File: src/rtl/esm_order_restore.sv
// esm_order_restore: re-emits instructions from the shuffler in original sequence order.
// Each incoming instruction carries its sequence slot (mod bs); entries park in a bs-deep
// reorder store and leave through a registered output stage strictly in tag order.
// Optional feature: define ESM_RESTORE_TIMEOUT_EN to skip a head slot that stays empty
// for TIMEOUT stall cycles (skip pulses for one cycle when that happens).
module esm_order_restore #(
  parameter int unsigned Instr_word_size = 32,
  parameter int unsigned bs              = 16,
  parameter int unsigned TIMEOUT         = 64,
  localparam int unsigned TW             = $clog2(bs)
) (
  input  logic                       clk,
  input  logic                       rst,
  input  logic                       in_valid,
  output logic                       in_ready,
  input  logic [Instr_word_size-1:0] Instr_in,
  input  logic [TW-1:0]              Instr_tag,
  output logic                       out_valid,
  input  logic                       out_ready,
  output logic [Instr_word_size-1:0] Instr_out,
  output logic [TW-1:0]              out_tag,
  output logic [TW:0]                count,
  output logic                       skip
);

  logic [Instr_word_size-1:0] mem [bs];
  logic [bs-1:0]              vld;
  logic [TW-1:0]              head;
  logic                       accept;
  logic                       load;
  logic                       skip_now;

  // A slot can only be written while it is free; this also blocks the head slot while it drains.
  assign in_ready = !vld[Instr_tag];
  assign accept   = in_valid && in_ready;
  assign load     = (!out_valid || out_ready) && vld[head];

  // Reorder storage payload; validity is tracked separately so the array needs no reset.
  always_ff @(posedge clk) begin
    if (accept) begin
      mem[Instr_tag] <= Instr_in;
    end
  end

  // Slot validity, head pointer, occupancy count and the registered output stage.
  always_ff @(posedge clk) begin
    if (rst) begin
      head      <= '0;
      vld       <= '0;
      count     <= '0;
      out_valid <= 1'b0;
      Instr_out <= '0;
      out_tag   <= '0;
    end else begin
      if (accept) begin
        vld[Instr_tag] <= 1'b1;
      end
      if (load) begin
        Instr_out <= mem[head];
        out_tag   <= head;
        out_valid <= 1'b1;
        vld[head] <= 1'b0;
      end else if (out_ready) begin
        out_valid <= 1'b0;
      end
      // Head wraps naturally because bs is a power of two.
      if (load || skip_now) begin
        head <= head + 1'b1;
      end
      if (accept && !load) begin
        count <= count + 1'b1;
      end else if (!accept && load) begin
        count <= count - 1'b1;
      end
    end
  end

`ifdef ESM_RESTORE_TIMEOUT_EN
  localparam int unsigned CW = $clog2(TIMEOUT + 1);

  logic [CW-1:0] timer;
  logic          stall;

  // Stalled: something is buffered but the slot we are waiting for never arrived.
  assign stall    = (count != '0) && !vld[head];
  assign skip_now = stall && (timer == CW'(TIMEOUT - 1));

  // Stall timer; gives up on the head slot after TIMEOUT consecutive stall cycles.
  always_ff @(posedge clk) begin
    if (rst) begin
      timer <= '0;
      skip  <= 1'b0;
    end else begin
      skip <= skip_now;
      if (!stall || skip_now) begin
        timer <= '0;
      end else begin
        timer <= timer + 1'b1;
      end
    end
  end
`else
  logic unused_timeout;

  assign unused_timeout = ^TIMEOUT;
  assign skip_now       = 1'b0;
  assign skip           = 1'b0;
`endif

endmodule

File: config.mk
export PLATFORM = sky130hd
export DESIGN_NAME = esm_order_restore
export DESIGN_NICKNAME = d
export VERILOG_FILES = /design/src/rtl/esm_order_restore.sv
export SDC_FILE = /design/constraint.sdc
export NUM_CORES = 1
export LEC_CHECK = 0
export ABC_AREA = 1
export CORE_UTILIZATION = 35
export CTS_CLUSTER_DIAMETER = 30
export DETAILED_ROUTE_END_ITERATION = 16
export PLACE_DENSITY_LB_ADDON = 0.12
export SYNTH_ARGS = -nofsm -noshare
export SYNTH_HDL_FRONTEND = slang
export SYNTH_SLANG_ARGS = --single-unit
export TNS_END_PERCENT = 20
File: constraint.sdc
create_clock -name clk -period 3.5 [get_ports clk]
set_input_delay 1.05 -clock clk [delete_from_list [all_inputs] [get_ports clk]]
set_output_delay 1.05 -clock clk [all_outputs]
set_load 0.02 [all_outputs]
=== Word-level counts from Yosys, hierarchy flattened ===
Memories as Yosys holds them, arrays and structs flattened. A register that Yosys moved wholly into a read port is not among the register bits.
Index checks and enable logic that the tools add are counted.

* $add $sub $neg: 3
* Order comparisons: 4
* Multiplexer cells: 17
* Bitwise operators: 3
* Reductions and logical operators: 13

{| class="wikitable"
|+ Operators with widths
! kind !! count
|-
| 2-to-1 mux 16 bit || 3
|-
| AND 16 bit || 1
|-
| NOT 16 bit || 1
|-
| OR 16 bit || 1
|-
| less-than comparator 4 x 5 -> 1 bit, second input constant || 2
|-
| 2-to-1 mux 5 bit || 2
|-
| binary-select mux 1 bit (select 4 bit) || 2
|-
| demux 1 bit (select 4 bit) || 2
|-
| greater-or-equal comparator 4 x 1 -> 1 bit, second input constant || 2
|-
| 2-to-1 mux 1 bit || 8
|-
| logical AND 1 bit || 6
|-
| adder 5 x 1 -> 5 bit, second input constant || 1
|-
| subtractor 5 x 1 -> 5 bit, second input constant || 1
|-
| adder 4 x 1 -> 4 bit, second input constant || 1
|-
| logical NOT 1 bit || 4
|-
| nonzero test 2 bit || 2
|-
| logical OR 1 bit || 1
|}

* Bits in registers: 30
* RAM bits: 512
* Input port bits: 40
* Output and inout bits: 44
* Logic and storage cells: 46
* Memories: 1

{| class="wikitable"
|+ Memory list
! memory !! words !! width !! rd ports !! clocked after memory_dff !! write ports !! line !! source
|-
| mem || 16 || 32 || 1 || 1 || 1 || 26 || <nowiki>logic [Instr_word_size-1:0] mem [bs];</nowiki>
|}

=== Depth between registers and ports, before layout ===
Gate-level depths: netlist of run 1.

* Depth in word-level cells: 9
* Mapped depth: 19
* Depth with buffers taken out: 18

=== Least setup slack after synthesis of run 1 ===
Ideal clock, no wire load.

* Path kind: input-to-reg
* Start: input port in_valid
* End: register count[4]
* Arrival: 3.039 ns
* Required time: 3.430 ns
* Slack: 0.391 ns
* Stages on the path: 11
* Path buffers: 2
* Cell sequence: clkbuf_1 clkbuf_1 nor3b_1 ha_1 inv_1 fa_1 a21o_1 a21oi_1 xor2_1 nand2_1 a21oi_1

* Word-level cells in the longest chain between the ends: 4
* Elaborated cells on any way between the ends: 6

{| class="wikitable"
|+ Ends and longest elaborated chain
! what !! line !! source
|-
| from (decl) || 14 || <nowiki>input logic in_valid,</nowiki>
|-
| logical AND 1 bit (*) || 35 || <nowiki>assign accept = in_valid && in_ready;</nowiki>
|-
| logical NOT 1 bit || 72 || <nowiki>end else if (!accept && load) begin</nowiki>
|-
| logical AND 1 bit || 72 ||
|-
| nonzero test 2 bit (no line) || - ||
|-
| to (signal assigned) || 71 || <nowiki>count <= count + 1'b1;</nowiki>
|-
| to (signal assigned) || 73 || <nowiki>count <= count - 1'b1;</nowiki>
|-
| to (decl) || 22 || <nowiki>output logic [TW:0] count,</nowiki>
|}

Mark *: on every way between the ends. The rest lies on a longest branch, timed or not.
A chain may end at the register's enable or synchronous reset.

=== Worst setup path in the final report of run 1 ===
* Start: input port Instr_tag[0]
* End: output port in_ready

* Word-level cells in the longest chain between the ends: 3

{| class="wikitable"
|+ Ends and longest elaborated chain
! what !! line !! source
|-
| from (decl) || 17 || <nowiki>input logic [TW-1:0] Instr_tag,</nowiki>
|-
| binary-select mux 1 bit (select 4 bit) || 34 || <nowiki>assign in_ready = !vld[Instr_tag];</nowiki>
|-
| 2-to-1 mux 1 bit (not written as such) || 34 ||
|-
| logical NOT 1 bit || 34 ||
|-
| to (decl) || 15 || <nowiki>output logic in_ready,</nowiki>
|}

No other way between the ends. The select of a mux whose other input is x is not followed.

==> results of run 1 <==
==> synth_stat cells <==
cell type / count
nor2_1: 646
edfxtp_1: 512
nand2_1: 427
o21ai_0: 266
nand3_1: 75
inv_1: 74
dfxtp_1: 62
clkbuf_1: 46
o21ai_1: 32
buf_4: 29
buf_2: 25
buf_1: 22
ha_1: 8
a21oi_1: 7
inv_2: 6
buf_6: 4
xor2_1: 4
nand2_4: 2
nand4_1: 2
a211oi_1: 1
a21o_1: 1
conb_1: 1
fa_1: 1
inv_6: 1
nor2_2: 1
nor2_4: 1
nor3b_1: 1
xnor2_1: 1
==> routing by layer <==
metal	GRT usage, %	vias to the layer above
li1	-	7931
met1	26.2	7968
met2	30.0	414
met3	3.67	108
met4	6.90	4
met5	0	-
==> per-stage QoR <==
step                      hold slack, ns  setup slack (ns)  instances  area (um2)
after floorplan                    0.502             0.391       2258       23700
after global placement             0.466            -0.569       3154       26000
after detailed placement           0.471            -0.511       3154       26000
after CTS                          0.482            0.0417       3384       30300
after global routing               0.500           -0.0477       3389       30400
final                              0.473            0.0670       3389       30400
==> worst min-delay path by stage <==
stage / endpoint / slack, ns / cells after the start
2_1_floorplan: vld[5]$_SDFF_PP0_ / 0.50 / 4
3_3_place_gp: out_tag[3]$_SDFFE_PP0N_ / 0.47 / 2
3_5_place_dp: Instr_out[17]$_SDFFE_PP0N_ / 0.47 / 2
4_1_cts: Instr_out[17]$_SDFFE_PP0N_ / 0.48 / 2
5_1_grt: Instr_out[3]$_SDFFE_PP0N_ / 0.50 / 2
6_report: out_tag[0]$_SDFFE_PP0N_ / 0.47 / 2
==> layout make-up <==
| class | count | area (um2) | area share [%] |
|---|---|---|---|
| clock inverters | 98 | 1250 | 4.11 |
| flip-flops and latches | 574 | 16600 | 54.7 |
| well taps | 873 | 1090 | 3.60 |
| diodes | 1 | 2.50 | 0.00824 |
| multi-input cells | 1477 | 6200 | 20.4 |
| repair buffers | 153 | 1810 | 5.96 |
| inverters | 81 | 317 | 1.04 |
| clock buffers | 132 | 3070 | 10.1 |
==> critical path, stage by stage <==
cell	delay, ns
clkdlybuf4s50_1	0.42
buf_6	0.15
buf_4	0.15
nand2_1	0.05
o21ai_0	0.07
nand2_1	0.06
nand2_1	0.05
nand2_1	0.07
nand2_2	0.08
nor2_4	0.12
buf_6	0.12
==> power by group through the flow <==
stage	Sequential, mW	Clock (mW)	Combinational [mW]
CTS	7.96	12.1	4.77
detailed placement	8.08	0	4.75
floorplan	8.22	0	3.04
global placement	8.08	0	4.74
finish	7.96	11.9	4.71
global route	7.99	12.4	5.32
==> cells by family after synthesis <==
| group | count (synthesis) | share of synthesized area, % |
|---|---|---|
| buffers and inverters | 207 | 4.01 |
| AOI/OAI and AO/OA | 307 | 6.49 |
| and+or+nand+nor | 1155 | 18.8 |
| xor gates and xnor gates | 5 | 0.184 |
| DFF | 574 | 70.0 |
| adders and majority gates | 9 | 0.506 |
| other | 1 | 0.0158 |
==> state kept, by name, summed over array words and instances, names as in the netlist <==
name       cells
head           4
Instr_out     32
count          5
mem          512
vld           16
out_valid      1
out_tag        4
==> what timing repair did <==
| item | 4_1_cts | 5_1_grt |
|---|---|---|
| hold buffers | 0 | 0 |
| setup endpoints to repair | 1 | 3 |
| buffers inserted | 0 | 4 |
| endpoints found under the hold margin | 0 | 0 |
| pin swaps | 0 | 1 |
| gates resized for setup | 5 | 6 |
| cloned | 0 | 0 |
==> impl_metrics.json, run 1 <==
{
  "p_switching_mw": 7.06,
  "drcViolationCount": 0,
  "power.share.sequential_pct": 32.4,
  "status": "completed",
  "post-route-period-util_pct": 98.1,
  "fin_crit_ns": 3.43,
  "cts_root_buf": "clkbuf_16",
  "fillCellCount": 6192,
  "synthDistinctLibCells": 28,
  "hold_violations": 0,
  "syn-instance-count": 2258,
  "drtPass1Iterations": 5,
  "fin_util_pct": 45.2,
  "end_kind": "output pin",
  "power.total_mw": 24.5,
  "ff2ff_path_depth": 19,
  "cts_sinks": 574,
  "slew_headroom_pct": 42.2,
  "cts_buffers": 121,
  "switching_share_pct": 28.8,
  "slew_violations": 0,
  "setup.worst_path.end": "in_ready",
  "final-setup-viol-count": 0,
  "die_y_um": 262,
  "r2r-start": "head[0]$_SDFFE_PP0N_",
  "worstSetupStartpointType": "primary input",
  "tns_ns": 0,
  "vias": 16400,
  "grt_pass1_vias": 16400,
  "hold_start": "out_tag[0]$_SDFFE_PP0N_",
  "antenna_found_initial": 3,
  "nets": 2457,
  "final_cell_mix": "nor2_1 (644), edfxtp_1 (512), nand2_1 (425)",
  "wl_met1_um": 30900,
  "start_util_pct": 35.3,
  "clk_pin_slew_ns": 0.05,
  "drt_iter0_drc": 1200,
  "ant_nets": 0,
  "worstSkewPairLatency_ns": 0.67,
  "r2r_slack_ns": 0.74,
  "yosysSeqAreaShare_pct": 70.0,
  "critPathMaxFanout": 11,
  "viasPerCell": 4.85,
  "powerDensity_nw_per_um2": 808,
  "yosys-top-cells-area": "edfxtp_1 (65%), nor2_1 (10%), nand2_1 (6.8%)",
  "required_ns": 2.45,
  "place_congestion": 0.852,
  "drv_cap": 0,
  "die_area_um2": 68900,
  "met2_length_um": 29500,
  "die_x_um": 262,
  "finClkSkew_ns": 0.0365,
  "synth_area_um2": 23700,
  "arrival_ns": 2.38,
  "hold_class": "reg -> reg",
  "worstSetupPathType": "in -> out",
  "startpoint": "Instr_tag[0]",
  "grt_max_degree": 187,
  "top_layer_used": "met5",
  "ios": 84,
  "cts_max_level": 3,
  "cts_tree": "done",
  "synth.top_cell.area_share_pct": 64.8,
  "r2r-end": "count[3]$_SDFFE_PP0P_",
  "wl_per_cell_um": 19.3,
  "syn-num-nets": 2307,
  "ys_seq_elements": 574,
  "drt_wl_total_um": 65600,
  "fmax_ghz": 0.291,
  "dpl.hpwl_um": 34700,
  "portBuffers": 82,
  "rows": 95,
  "drive_gt1_share_pct": 12.3,
  "pwr-share-comb_pct": 19.2,
  "grt_pass1_wl_um": 99800,
  "power.leakage_nw": 11.4,
  "final_common_cell": "nor2_1",
  "postSynthAreaPerCell_um2": 10.5,
  "vdd_drop_max_mv": 0.497,
  "wl_met3_um": 3470,
  "rsz0062_at_grt": "yes",
  "ys_warn_count": 0,
  "intPower_mw": 17.5,
  "synth_top_cell_by_area": "edfxtp_1",
  "worst_pin_slew_ns": 0.868,
  "core_um2": 67200,
  "areaGrowthSynthToFinish_pct": 27.9,
  "cts_buffer_depth": 3,
  "grt_overflow_total": 0,
  "p_clk_share_pct": 48.4,
  "grtUsageTotal_pct": 19.0
}
Power figures use the tool's default switching activity.
==> run 2: changes to the inputs <==
- CORE_MARGIN: unset -> 4
- RECOVER_POWER: unset -> 25
==> impl_metrics.json, run 2 (synthesis results as in run 1) <==
{
  "antenna_found_initial": 3,
  "post_cts_buffers": 0,
  "cp_slowest_cell": "clkdlybuf4s50_1",
  "clk_pin_slew_ns": 0.04,
  "r2r-end": "count[3]$_SDFFE_PP0P_",
  "worstSkewPairLatency_ns": 0.65,
  "viasPerCell": 4.86,
  "worst_pin_slew_ns": 0.991,
  "hold_violations": 0,
  "dp_cells": 3154,
  "finClkSkew_ns": 0.0244,
  "power.share.sequential_pct": 33.5,
  "cts_max_level": 3,
  "grt_overflow_total": 0,
  "drt_wl_total_um": 67200,
  "cts_buffer_depth": 3,
  "post-route-period-util_pct": 92.7,
  "powerDensity_nw_per_um2": 796,
  "die_area_um2": 72100,
  "grt_pass1_wl_um": 102000,
  "top_register": "mem",
  "nets": 2453,
  "drv_cap": 0,
  "ios": 84,
  "rows": 95,
  "drtPass1Iterations": 5,
  "fin_util_pct": 44.7,
  "rsz0062_at_grt": "no",
  "placed_area_um2": 25900,
  "areaGrowthSynthToFinish_pct": 26.6,
  "fmax_ghz": 0.308,
  "dp_slack_ns": -0.538,
  "grtUsageTotal_pct": 18.6,
  "die_y_um": 268,
  "fin_crit_ns": 3.25,
  "tns_ns": 0,
  "intPower_mw": 17.0,
  "status": "completed",
  "reg.largest.list": "mem x512, Instr_out x32, vld x16",
  "critPathMaxFanout": 7,
  "worstSetupPathType": "in -> out",
  "fin_area_um2": 30000,
  "pwr-share-comb_pct": 19.3,
  "power.leakage_nw": 11.3,
  "ff2ff_path_depth": 19,
  "final_cell_mix": "nor2_1 (644), edfxtp_1 (512), nand2_1 (426)",
  "r2r-start": "head[0]$_SDFFE_PP0N_",
  "largest_reg_flops": 512,
  "drive_gt1_share_pct": 11.6,
  "cpPeakStageDelay_ns": 0.42,
  "startpoint": "Instr_tag[1]",
  "start_util_pct": 35.3,
  "stdcell_count": 3385,
  "cpMostUsedCell": "nand2_1",
  "vdd_drop_max_mv": 0.464,
  "cts_tree": "done",
  "cts_buffers": 121,
  "hold_class": "reg -> reg",
  "r2r_slack_ns": 0.56,
  "slew_headroom_pct": 33.9,
  "required_ns": 2.45,
  "p_clk_share_pct": 47.1,
  "portBuffers": 82,
  "grt_pass1_vias": 16400,
  "switching_share_pct": 28.9,
  "place_congestion": 0.835,
  "path_cells": "clkdlybuf4s50_1 -> buf_4 -> nand2_1 -> nand2_1 -> nand2_1 -> nand2_2 -> nor2_4 -> buf_4",
  "final-setup-viol-count": 0,
  "worstSetupStartpointType": "primary input",
  "die_x_um": 268,
  "cts_sinks": 574,
  "dpl.hpwl_um": 36700,
  "final_common_cell": "nor2_1",
  "finalHoldWorstSlack_ns": 0.472,
  "drcViolationCount": 0,
  "wl_per_cell_um": 19.9,
  "arrival_ns": 2.20,
  "slew_violations": 0,
  "end_kind": "output pin",
  "grt_max_degree": 194,
  "ant_nets": 0,
  "core_um2": 67200,
  "drt_iter0_drc": 1172,
  "cts_root_buf": "clkbuf_16",
  "vias": 16500,
  "power.total_mw": 23.9,
  "setup.worst_path.end": "in_ready",
  "p_switching_mw": 6.90,
  "timing.final.ws_setup_ns": 0.254
}
run 2: cell count changes in the layout (fill, tap and decap cells not counted), moves of 3 or more:
cell | before | now
clkinv_2 | 23 | 26
dlygate4sd3_1 | 0 | 20
clkbuf_8 | 0 | 8
buf_12 | 36 | 30
bufinv_16 | 25 | 16
clkinv_1 | 19 | 13
clkdlybuf4s50_1 | 81 | 60
clkinvlp_4 | 16 | 7
clkbuf_1 | 11 | 26
run 2: critical path, delay by kind of cell:
family	cells	cell delay, ns
buffers and inverters	3	0.74
and+or+nand+nor	5	0.41
run 2: layer usage:
layer | up-vias | routed length, um | global-route usage [%]
li1 | 7912 | - | -
met1 | 8008 | 31600 | 26.5
met2 | 454 | 30500 | 29.4
met3 | 80 | 3890 | 3.49
met4 | 4 | 1190 | 5.51
met5 | - | 22 | 0
run 2: worst min-delay path by stage:
stage	startpoint	slack, ns	depth (start not counted)	to
after detailed placement	out_tag[3]$_SDFFE_PP0N_	0.46	2	out_tag[3]$_SDFFE_PP0N_
final	out_tag[3]$_SDFFE_PP0N_	0.47	2	out_tag[3]$_SDFFE_PP0N_
after floorplan	vld[5]$_SDFF_PP0_	0.50	4	vld[5]$_SDFF_PP0_
after global placement	out_tag[3]$_SDFFE_PP0N_	0.46	2	out_tag[3]$_SDFFE_PP0N_
after global routing	Instr_out[17]$_SDFFE_PP0N_	0.51	2	Instr_out[17]$_SDFFE_PP0N_
after CTS	out_tag[3]$_SDFFE_PP0N_	0.47	2	out_tag[3]$_SDFFE_PP0N_
run 2: cell type report:
class | instances | area [um2]
antenna | 3 | 7.51
clock buffer | 156 | 3280
clock inverter | 72 | 826
fill | 6183 | 37100
inverter | 81 | 317
multi-input combinational | 1477 | 6200
sequential | 574 | 16600
tap | 873 | 1090
timing repair buffer | 149 | 1700
run 2: power by group through the flow:
| stage | clock network (mW) | registers (mW) | logic [mW] |
|---|---|---|---|
| global route | 11.9 | 8.05 | 5.21 |
| floorplan | 0 | 8.22 | 3.04 |
| detailed placement | 0 | 8.14 | 4.68 |
| finish | 11.3 | 8.01 | 4.62 |
| global placement | 0 | 8.13 | 4.68 |
| CTS | 11.5 | 8.02 | 4.70 |
run 2: repair_timing:
action	CTS	global route
endpoints found under the hold margin	0	0
resized for setup	5	4
gates cloned	0	0
hold buffers	0	0
pin swaps	0	1
setup endpoints to repair	1	3
